File: src/rtl/fetch_queue.sv
// Fetch-to-decode instruction queue: buffers fetched words while decode stalls,
// tags each word with a word-addressed PC rebuilt from a shadow counter, and
// discards the stale in-flight word after reset and after every taken branch.
module fetch_queue #(
    parameter int DEPTH            = 4,
    parameter int DROP_AFTER_FLUSH = 1,
    parameter int DROP_AFTER_RESET = 1
) (
    input  logic                       clk,
    input  logic                       rst_n,
    input  logic                       fetch_valid_i,
    input  logic [31:0]                fetch_inst_i,
    input  logic                       flush_i,
    input  logic [31:0]                flush_pc_i,
    output logic                       fetch_full_o,
    output logic                       dec_valid_o,
    output logic [31:0]                dec_inst_o,
    output logic [31:0]                dec_pc_o,
    input  logic                       dec_ready_i,
    output logic [$clog2(DEPTH):0]     count_o
);

    localparam int AW = (DEPTH > 1) ? $clog2(DEPTH) : 1;
    localparam int CW = $clog2(DEPTH) + 1;
    localparam int DW = 8;

    localparam logic [CW-1:0] FULL_CNT   = CW'(DEPTH);
    localparam logic [DW-1:0] DROP_FLUSH = DW'(DROP_AFTER_FLUSH);
    localparam logic [DW-1:0] DROP_RESET = DW'(DROP_AFTER_RESET);

    logic [CW-1:0] count_q,     count_d;
    logic [AW-1:0] rd_ptr_q,    rd_ptr_d;
    logic [AW-1:0] wr_ptr_q,    wr_ptr_d;
    logic [31:0]   shadow_pc_q, shadow_pc_d;
    logic [DW-1:0] drop_cnt_q,  drop_cnt_d;
    logic [31:0]   inst_mem_q [DEPTH];
    logic [31:0]   inst_mem_d [DEPTH];
    logic [31:0]   pc_mem_q   [DEPTH];
    logic [31:0]   pc_mem_d   [DEPTH];

    logic empty_s;
    logic push_s;
    logic drop_s;
    logic pop_s;

    // Handshake decode: flush blocks every transfer, a full queue refuses pushes even when popping.
    always_comb begin
        empty_s      = (count_q == {CW{1'b0}});
        fetch_full_o = (count_q == FULL_CNT);
        dec_valid_o  = !empty_s && !flush_i;
        pop_s        = dec_valid_o && dec_ready_i;
        drop_s       = fetch_valid_i && !flush_i && (drop_cnt_q != {DW{1'b0}});
        push_s       = fetch_valid_i && !flush_i && (drop_cnt_q == {DW{1'b0}}) && !fetch_full_o;
        count_o      = count_q;
    end

    // Show-ahead head read; an empty queue presents zeros rather than stale storage.
    always_comb begin
        dec_inst_o = 32'h0000_0000;
        dec_pc_o   = 32'h0000_0000;
        if (!empty_s) begin
            dec_inst_o = inst_mem_q[rd_ptr_q];
            dec_pc_o   = pc_mem_q[rd_ptr_q];
        end else begin
            dec_inst_o = 32'h0000_0000;
            dec_pc_o   = 32'h0000_0000;
        end
    end

    // Next-state for occupancy, pointers, shadow PC and drop window; flush overrides all.
    always_comb begin
        count_d     = count_q;
        rd_ptr_d    = rd_ptr_q;
        wr_ptr_d    = wr_ptr_q;
        shadow_pc_d = shadow_pc_q;
        drop_cnt_d  = drop_cnt_q;
        if (flush_i) begin
            count_d     = {CW{1'b0}};
            rd_ptr_d    = {AW{1'b0}};
            wr_ptr_d    = {AW{1'b0}};
            shadow_pc_d = flush_pc_i;
            drop_cnt_d  = DROP_FLUSH;
        end else begin
            if (push_s) begin
                wr_ptr_d    = wr_ptr_q + AW'(1);
                shadow_pc_d = shadow_pc_q + 32'h0000_0001;
            end else if (drop_s) begin
                drop_cnt_d  = drop_cnt_q - DW'(1);
            end else begin
                wr_ptr_d    = wr_ptr_q;
            end
            if (pop_s) begin
                rd_ptr_d = rd_ptr_q + AW'(1);
            end else begin
                rd_ptr_d = rd_ptr_q;
            end
            case ({push_s, pop_s})
                2'b10:   count_d = count_q + CW'(1);
                2'b01:   count_d = count_q - CW'(1);
                default: count_d = count_q;
            endcase
        end
    end

    // Storage write path: only the slot at the write pointer changes, and only on a push.
    always_comb begin
        inst_mem_d = inst_mem_q;
        pc_mem_d   = pc_mem_q;
        if (push_s) begin
            inst_mem_d[wr_ptr_q] = fetch_inst_i;
            pc_mem_d[wr_ptr_q]   = shadow_pc_q;
        end else begin
            inst_mem_d = inst_mem_q;
            pc_mem_d   = pc_mem_q;
        end
    end

    // Control state registers with asynchronous reset; reset opens the post-reset drop window.
    always_ff @(posedge clk or negedge rst_n) begin
        if (!rst_n) begin
            count_q     <= {CW{1'b0}};
            rd_ptr_q    <= {AW{1'b0}};
            wr_ptr_q    <= {AW{1'b0}};
            shadow_pc_q <= 32'h0000_0000;
            drop_cnt_q  <= DROP_RESET;
        end else begin
            count_q     <= count_d;
            rd_ptr_q    <= rd_ptr_d;
            wr_ptr_q    <= wr_ptr_d;
            shadow_pc_q <= shadow_pc_d;
            drop_cnt_q  <= drop_cnt_d;
        end
    end

    // Queue storage; contents are masked by the count, so no reset is needed.
    always_ff @(posedge clk) begin
        inst_mem_q <= inst_mem_d;
        pc_mem_q   <= pc_mem_d;
    end

endmodule

File: config.mk
export PLATFORM = sky130hd
export DESIGN_NAME = fetch_queue
export DESIGN_NICKNAME = d
export VERILOG_FILES = /design/src/rtl/fetch_queue.sv
export SDC_FILE = /design/constraint.sdc
export NUM_CORES = 1
export LEC_CHECK = 0
export CAP_MARGIN = 20
export CORE_MARGIN = 8
export CORE_UTILIZATION = 35
export DETAILED_ROUTE_END_ITERATION = 6
export HOLD_SLACK_MARGIN = 0.1
export SETUP_SLACK_MARGIN = 0.05
export SYNTH_ARGS = -nofsm -noshare
export SYNTH_HDL_FRONTEND = slang
export SYNTH_SLANG_ARGS = --single-unit
File: constraint.sdc
create_clock -name clk -period 9.7 [get_ports clk]
set_input_delay 0.97 -clock clk [delete_from_list [all_inputs] [get_ports clk]]
set_output_delay 0.97 -clock clk [all_outputs]
set_load 0.02 [all_outputs]
==> flow_metrics.env, run 1 <==
export IMPL_clk_insertion_delay_late_ns=0.50
export IMPL_finalCritPeriodShare=0.457
export IMPL_synth_cell_type_count=50
export IMPL_synth_edf_count=256
export IMPL_portBuffers=137
export IMPL_peakVddDrop_v=0.000123
export IMPL_cts_resized=0
export IMPL_r2r_start="drop_cnt_q[3]"
export IMPL_syn_to_final_growth_pct=24.1
export IMPL_hp_start="drop_cnt_q[7]"
export IMPL_min_period_ns=4.43
export IMPL_post_cts_setup_buffers=0
export IMPL_grt_ovfl_total=0
export IMPL_nets=947
export IMPL_finish_utilization=0.438
export IMPL_start_util=0.353
export IMPL_synthArstFlopShare=0.155
export IMPL_hold_viol=0
export IMPL_totalPowerFinal_w=0.00350
export IMPL_critPathCaptureType="primary output"
export IMPL_post_drt_wl_per_cell_um=20.5
export IMPL_synth_avg_cell_area_sq_um=17.2
export IMPL_p_leak_nw=5.03
export IMPL_root_buffer="clkbuf_16"
export IMPL_grt_antenna_before_repair=1
export IMPL_relSlewSlack=0.268
export IMPL_cts_sinks=303
export IMPL_dr_pass1_iters=5
export IMPL_ys_flop_type="edfxtp_1"
export IMPL_syn_area_sq_mm=0.0125
export IMPL_yosysWarnings=0
export IMPL_drive_gt1_frac=0.161
export IMPL_via_per_inst=4.96
export IMPL_dp_slack_ns=5.56
export IMPL_fin_setup_tns_ns=0
export IMPL_antenna_diode_count=0
export IMPL_final_cell_mix="256 x edfxtp_1, 135 x clkdlybuf4s50_1, 67 x and2_1"
export IMPL_routed_wl_um=27800
export IMPL_gp_congestion=0.711
export IMPL_clockBufferDepth=3
export IMPL_netlist_instances=723
export IMPL_fp_row_count=69
export IMPL_drt_iter0_drc=360
export IMPL_die_y_um=205
export IMPL_whs_ns=0.539
export IMPL_finalSetupViolCount=0
export IMPL_cp_startpoint="rd_ptr_q[0]"
export IMPL_slew_viol_final=0
export IMPL_outcome="finished clean"
export IMPL_grt_max_degree=78
export IMPL_power_density_mw_per_mm2=227
export IMPL_die_w_um=205
export IMPL_setup_ws_ns=5.27
export IMPL_rsz0062_at_grt="false"
export IMPL_path_max_fanout=35
export IMPL_worstPathArrival_ns=3.46
export IMPL_path_class="register to primary output"
export IMPL_cts_tree="yes"
export IMPL_worst_slew_pin_slew_ns=1.10
export IMPL_cts_buffers=34
export IMPL_ctsHoldBuffers=0
export IMPL_htreeDepth=2
export IMPL_skew_ns=0.0135
export IMPL_fmax_mhz=226
export IMPL_final_common_cell="edfxtp_1"
export IMPL_critPathLaunchType="register"
export IMPL_final_antenna_net_count=0
export IMPL_syn_num_nets=800
export IMPL_max_cap_violations=0
export IMPL_grt_total_usage=0.133
export IMPL_io_pins=138
export IMPL_die_area_sq_mm=0.0419
export IMPL_post_route_drc_count=0
export IMPL_core_area_sq_mm=0.0353
export IMPL_worstPathRequired_ns=8.73
export IMPL_vias=6715
export IMPL_dp_hpwl_um=16900
export IMPL_ys_seq_area_frac=0.712
export IMPL_grt_pass1_vias=7236
export IMPL_grt_pass1_wl_um=43100
export IMPL_clkSlewWorstSetupHoldPaths_ns=0.06
export IMPL_min_path_type="register to register"
export IMPL_ys_seq_elements=303
cells by family (layout without fill, tap and decap cells):
| logic type | after synthesis | count (layout) | share of synthesized area |
|---|---|---|---|
| flip-flops | 303 | 303 | 0.712 |
| AND/OR/NAND/NOR | 217 | 217 | 0.0990 |
| multiplexers | 69 | 69 | 0.120 |
| buffers and inverters | 49 | 219 | 0.0156 |
| AO/OA/AOI/OAI | 42 | 42 | 0.0205 |
| XOR/XNOR | 35 | 35 | 0.0246 |
| adder cells (fa/ha/maj) | 8 | 8 | 0.00864 |
path summary, 6_finish.rpt:
check	cells after the start	to	slack [ns]
min in group asynchronous	2	shadow_pc_q[4]	0.59
worst max-delay path	4	dec_inst_o[14]	5.27
worst min register to register	2	drop_cnt_q[7]	0.54
worst min-delay path	2	drop_cnt_q[7]	0.54
max in group asynchronous	2	rd_ptr_q[1]	8.59
worst max register to register	5	pc_mem_q[43]	6.62
through the flow:
step	std cells	area (sq um)
floorplan	723	12500
global placement	1293	14300
detailed placement	1293	14300
CTS	1352	15400
global route	1354	15500
finish	1354	15500
flip-flops by register name, indices dropped and copies added, names as in the netlist:
signal / cells
pc_mem_q: 128
shadow_pc_q: 32
inst_mem_q: 128
wr_ptr_q: 2
count_o: 3
drop_cnt_q: 8
rd_ptr_q: 2
Yosys cell counts (2+ instances only):
master | instances | area share
edfxtp_1 | 256 | 0.62
and2_1 | 67 | 0.034
mux4_2 | 64 | 0.12
nand2_1 | 47 | 0.014
dfrtp_1 | 46 | 0.092
clkbuf_1 | 26 | 0.0078
o21ai_1 | 25 | 0.010
xnor2_1 | 21 | 0.015
nor2_1 | 19 | 0.0057
nand3_1 | 16 | 0.0064
xor2_1 | 14 | 0.0098
nor3_1 | 13 | 0.0052
inv_1 | 11 | 0.0033
and3_1 | 10 | 0.0050
nand4_1 | 10 | 0.0050
buf_1 | 9 | 0.0027
ha_1 | 7 | 0.0070
nor4_2 | 6 | 0.0060
and4_1 | 4 | 0.0028
mux2i_1 | 4 | 0.0032
nor4_1 | 4 | 0.0020
or3_1 | 4 | 0.0020
or4_1 | 3 | 0.0018
a211oi_1 | 2 | 0.0012
a21oi_1 | 2 | 0.00080
a22oi_1 | 2 | 0.0012
a311oi_1 | 2 | 0.0014
a31oi_1 | 2 | 0.0010
buf_2 | 2 | 0.00080
nand2b_1 | 2 | 0.0010
nand3b_1 | 2 | 0.0012
nor3b_1 | 2 | 0.0012
or3b_1 | 2 | 0.0014
power breakdown:
| group | internal [W] | switching (W) |
|---|---|---|
| logic | 0.000370 | 0.000367 |
| registers | 0.00146 | 0.0000765 |
| clock network | 0.000737 | 0.000488 |
routing by layer:
| metal | GRT usage | wire length, um | vias to the layer above | share of wire |
|---|---|---|---|---|
| met5 | 0 | 13 | - | 0.00047 |
| met4 | 0.0357 | 546 | 2 | 0.020 |
| met3 | 0.0270 | 1420 | 43 | 0.051 |
| met2 | 0.222 | 13700 | 125 | 0.49 |
| met1 | 0.175 | 12100 | 3451 | 0.44 |
| li1 | - | - | 3094 | - |
final cells by class:
cell class | count | area, sq um
Multi-Input combinational cell | 371 | 3420
Inverter | 11 | 41.3
Fill cell | 3129 | 19900
Tap cell | 461 | 577
Clock inverter | 14 | 125
Clock buffer | 45 | 943
Sequential cell | 303 | 8870
Timing Repair Buffer | 149 | 1470
worst max-delay path: stages (launching register included):
cell and delay [ns]:
dfrtp_4 0.89, buf_4 0.69, mux4_2 0.59, and2_1 0.19, clkdlybuf4s50_1 0.54
Power figures use the tool's default switching activity.
==> run 2, diff against run 1 <==
==> constraint.sdc (replaced) <==
create_clock -name clk -period 4.3 [get_ports clk]
set_input_delay 0.43 -clock clk [delete_from_list [all_inputs] [get_ports clk]]
set_output_delay 0.43 -clock clk [all_outputs]
set_load 0.02 [all_outputs]
==> flow_metrics.env, run 2 (same netlist as run 1, synthesis figures left out) <==
export IMPL_cts_tree="yes"
export IMPL_r2r_end="count_o[2]"
export IMPL_final_cell_mix="256 x edfxtp_1, 135 x clkdlybuf4s50_1, 67 x and2_1"
export IMPL_peakVddDrop_v=0.000276
export IMPL_worstPathRequired_ns=3.87
export IMPL_p_leak_nw=5.04
export IMPL_drive_gt1_frac=0.163
export IMPL_post_cts_setup_buffers=0
export IMPL_min_path_type="primary input to register"
export IMPL_critPathLaunchType="register"
export IMPL_vias=6718
export IMPL_final_common_cell="edfxtp_1"
export IMPL_fmax_mhz=291
export IMPL_relSlewSlack=0.320
export IMPL_antenna_diode_count=0
export IMPL_die_area_sq_mm=0.0419
export IMPL_fin_cells=1352
export IMPL_reg_largest_list="inst_mem_q (128), pc_mem_q (128), shadow_pc_q (32)"
export IMPL_path_max_fanout=44
export IMPL_worst_slew_pin_slew_ns=1.02
export IMPL_clockBufferDepth=3
export IMPL_cts_resized=0
export IMPL_totalPowerFinal_w=0.00790
export IMPL_io_pins=138
export IMPL_htreeDepth=1
export IMPL_routed_wl_um=27700
export IMPL_die_y_um=205
export IMPL_grt_pass1_wl_um=42700
export IMPL_slew_viol_final=0
export IMPL_nets=944
export IMPL_rsz0062_at_grt="false"
export IMPL_max_cap_violations=0
export IMPL_worstPathArrival_ns=3.01
export IMPL_gp_congestion=0.746
export IMPL_start_util=0.353
export IMPL_grt_busiest_layer="met2"
export IMPL_clk_insertion_delay_late_ns=0.54
export IMPL_post_route_drc_count=0
export IMPL_portBuffers=137
export IMPL_skew_ns=0.0160
export IMPL_postPlaceCellArea_sq_mm=0.0144
export IMPL_endpoint="dec_valid_o"
export IMPL_outcome="finished clean"
export IMPL_grtUsageMet1=0.177
export IMPL_dp_hpwl_um=17800
export IMPL_grt_max_degree=78
export IMPL_dr_pass1_iters=6
export IMPL_cts_buffers=31
export IMPL_drt_iter0_drc=360
export IMPL_dp_cells=1294
export IMPL_core_area_sq_mm=0.0353
export IMPL_grt_pass1_vias=7169
export IMPL_min_period_ns=3.44
export IMPL_path_class="register to primary output"
export IMPL_clkSlewWorstSetupHoldPaths_ns=0.06
export IMPL_fin_setup_tns_ns=0
export IMPL_post_drt_wl_per_cell_um=20.5
export IMPL_root_buffer="clkbuf_16"
export IMPL_grt_total_usage=0.131
export IMPL_fp_row_count=69
export IMPL_reg2reg_setup_slack_ns=1.07
export IMPL_finalCritPeriodShare=0.800
export IMPL_r2r_start="drop_cnt_q[3]"
export IMPL_via_per_inst=4.97
export IMPL_ff2ff_path_depth=8
export IMPL_grt_antenna_before_repair=0
export IMPL_final_antenna_net_count=0
export IMPL_setup_ws_ns=0.862
export IMPL_fin_area_sq_mm=0.0155
export IMPL_cp_startpoint="count_o[1]"
export IMPL_cts_sinks=303
export IMPL_hold_viol=0
export IMPL_syn_to_final_growth_pct=24.5
export IMPL_grtUsageMet2=0.211
export IMPL_power_density_mw_per_mm2=510
export IMPL_dp_slack_ns=1.08
export IMPL_die_w_um=205
export IMPL_finalSetupViolCount=0
export IMPL_critPathCaptureType="primary output"
export IMPL_hp_start="flush_i"
export IMPL_grt_ovfl_total=0
export IMPL_grt_util_met3=0.0226
==> run 2: changes by cell type in the layout (fill, tap and decap cells not counted), moves of 2 or more <==
cell / change
clkbuf_8: +8
clkinv_4: -2
buf_4: -5
clkbuf_16: -4
buf_12: +5
clkinv_1: -4
==> run 2: repair_timing <==
action,4_1_cts,5_1_grt
endpoints found under the hold margin,27,0
hold buffers,1,0
setup endpoints to repair,0,0
==> run 2: layer usage <==
metal  wire, um  up-vias
met3       1530       43
met5          0        -
met2      13400      175
met1      12100     3414
met4        772        0
li1           -     3086
==> run 2: final cells by class <==
class / count / area (sq um)
clock inverters: 8 / 120
flip-flops and latches: 303 / 8870
well taps: 461 / 577
repair buffers: 149 / 1520
clock buffers: 49 / 953
inverters: 11 / 41.3
multi-input cells: 371 / 3420
fillers: 3115 / 19800
==> run 2: worst max-delay path, cell delays in order, from the launching register on <==
cell             delay [ns]
dfrtp_1                0.45
or3_2                  0.88
buf_4                  0.36
and2_1                 0.22
clkdlybuf4s50_1        0.54
==> run 2: stage by stage <==
| step | hold WS, ns | utilization |
|---|---|---|
| floorplan | 0.134 | - |
| global placement | 0.523 | 0.408 |
| detailed placement | 0.530 | 0.408 |
| CTS | 0.320 | 0.439 |
| global route | 0.360 | 0.439 |
| finish | 0.338 | 0.439 |
==> run 2: how the worst min path moves through the flow <==
stage,end,slack (ns),cells past startpoint
floorplan,count_o[0],0.13,0
global placement,count_o[2],0.52,1
detailed placement,shadow_pc_q[7],0.53,1
CTS,drop_cnt_q[0],0.32,3
global route,drop_cnt_q[0],0.36,3
finish,drop_cnt_q[0],0.34,3
==> run 2: power by group <==
group	total, W	internal, W	switching (W)
clock network	0.00276	0.00169	0.00107
registers	0.00345	0.00330	0.000144
logic	0.00170	0.000838	0.000860
total	0.00790	0.00583	0.00207
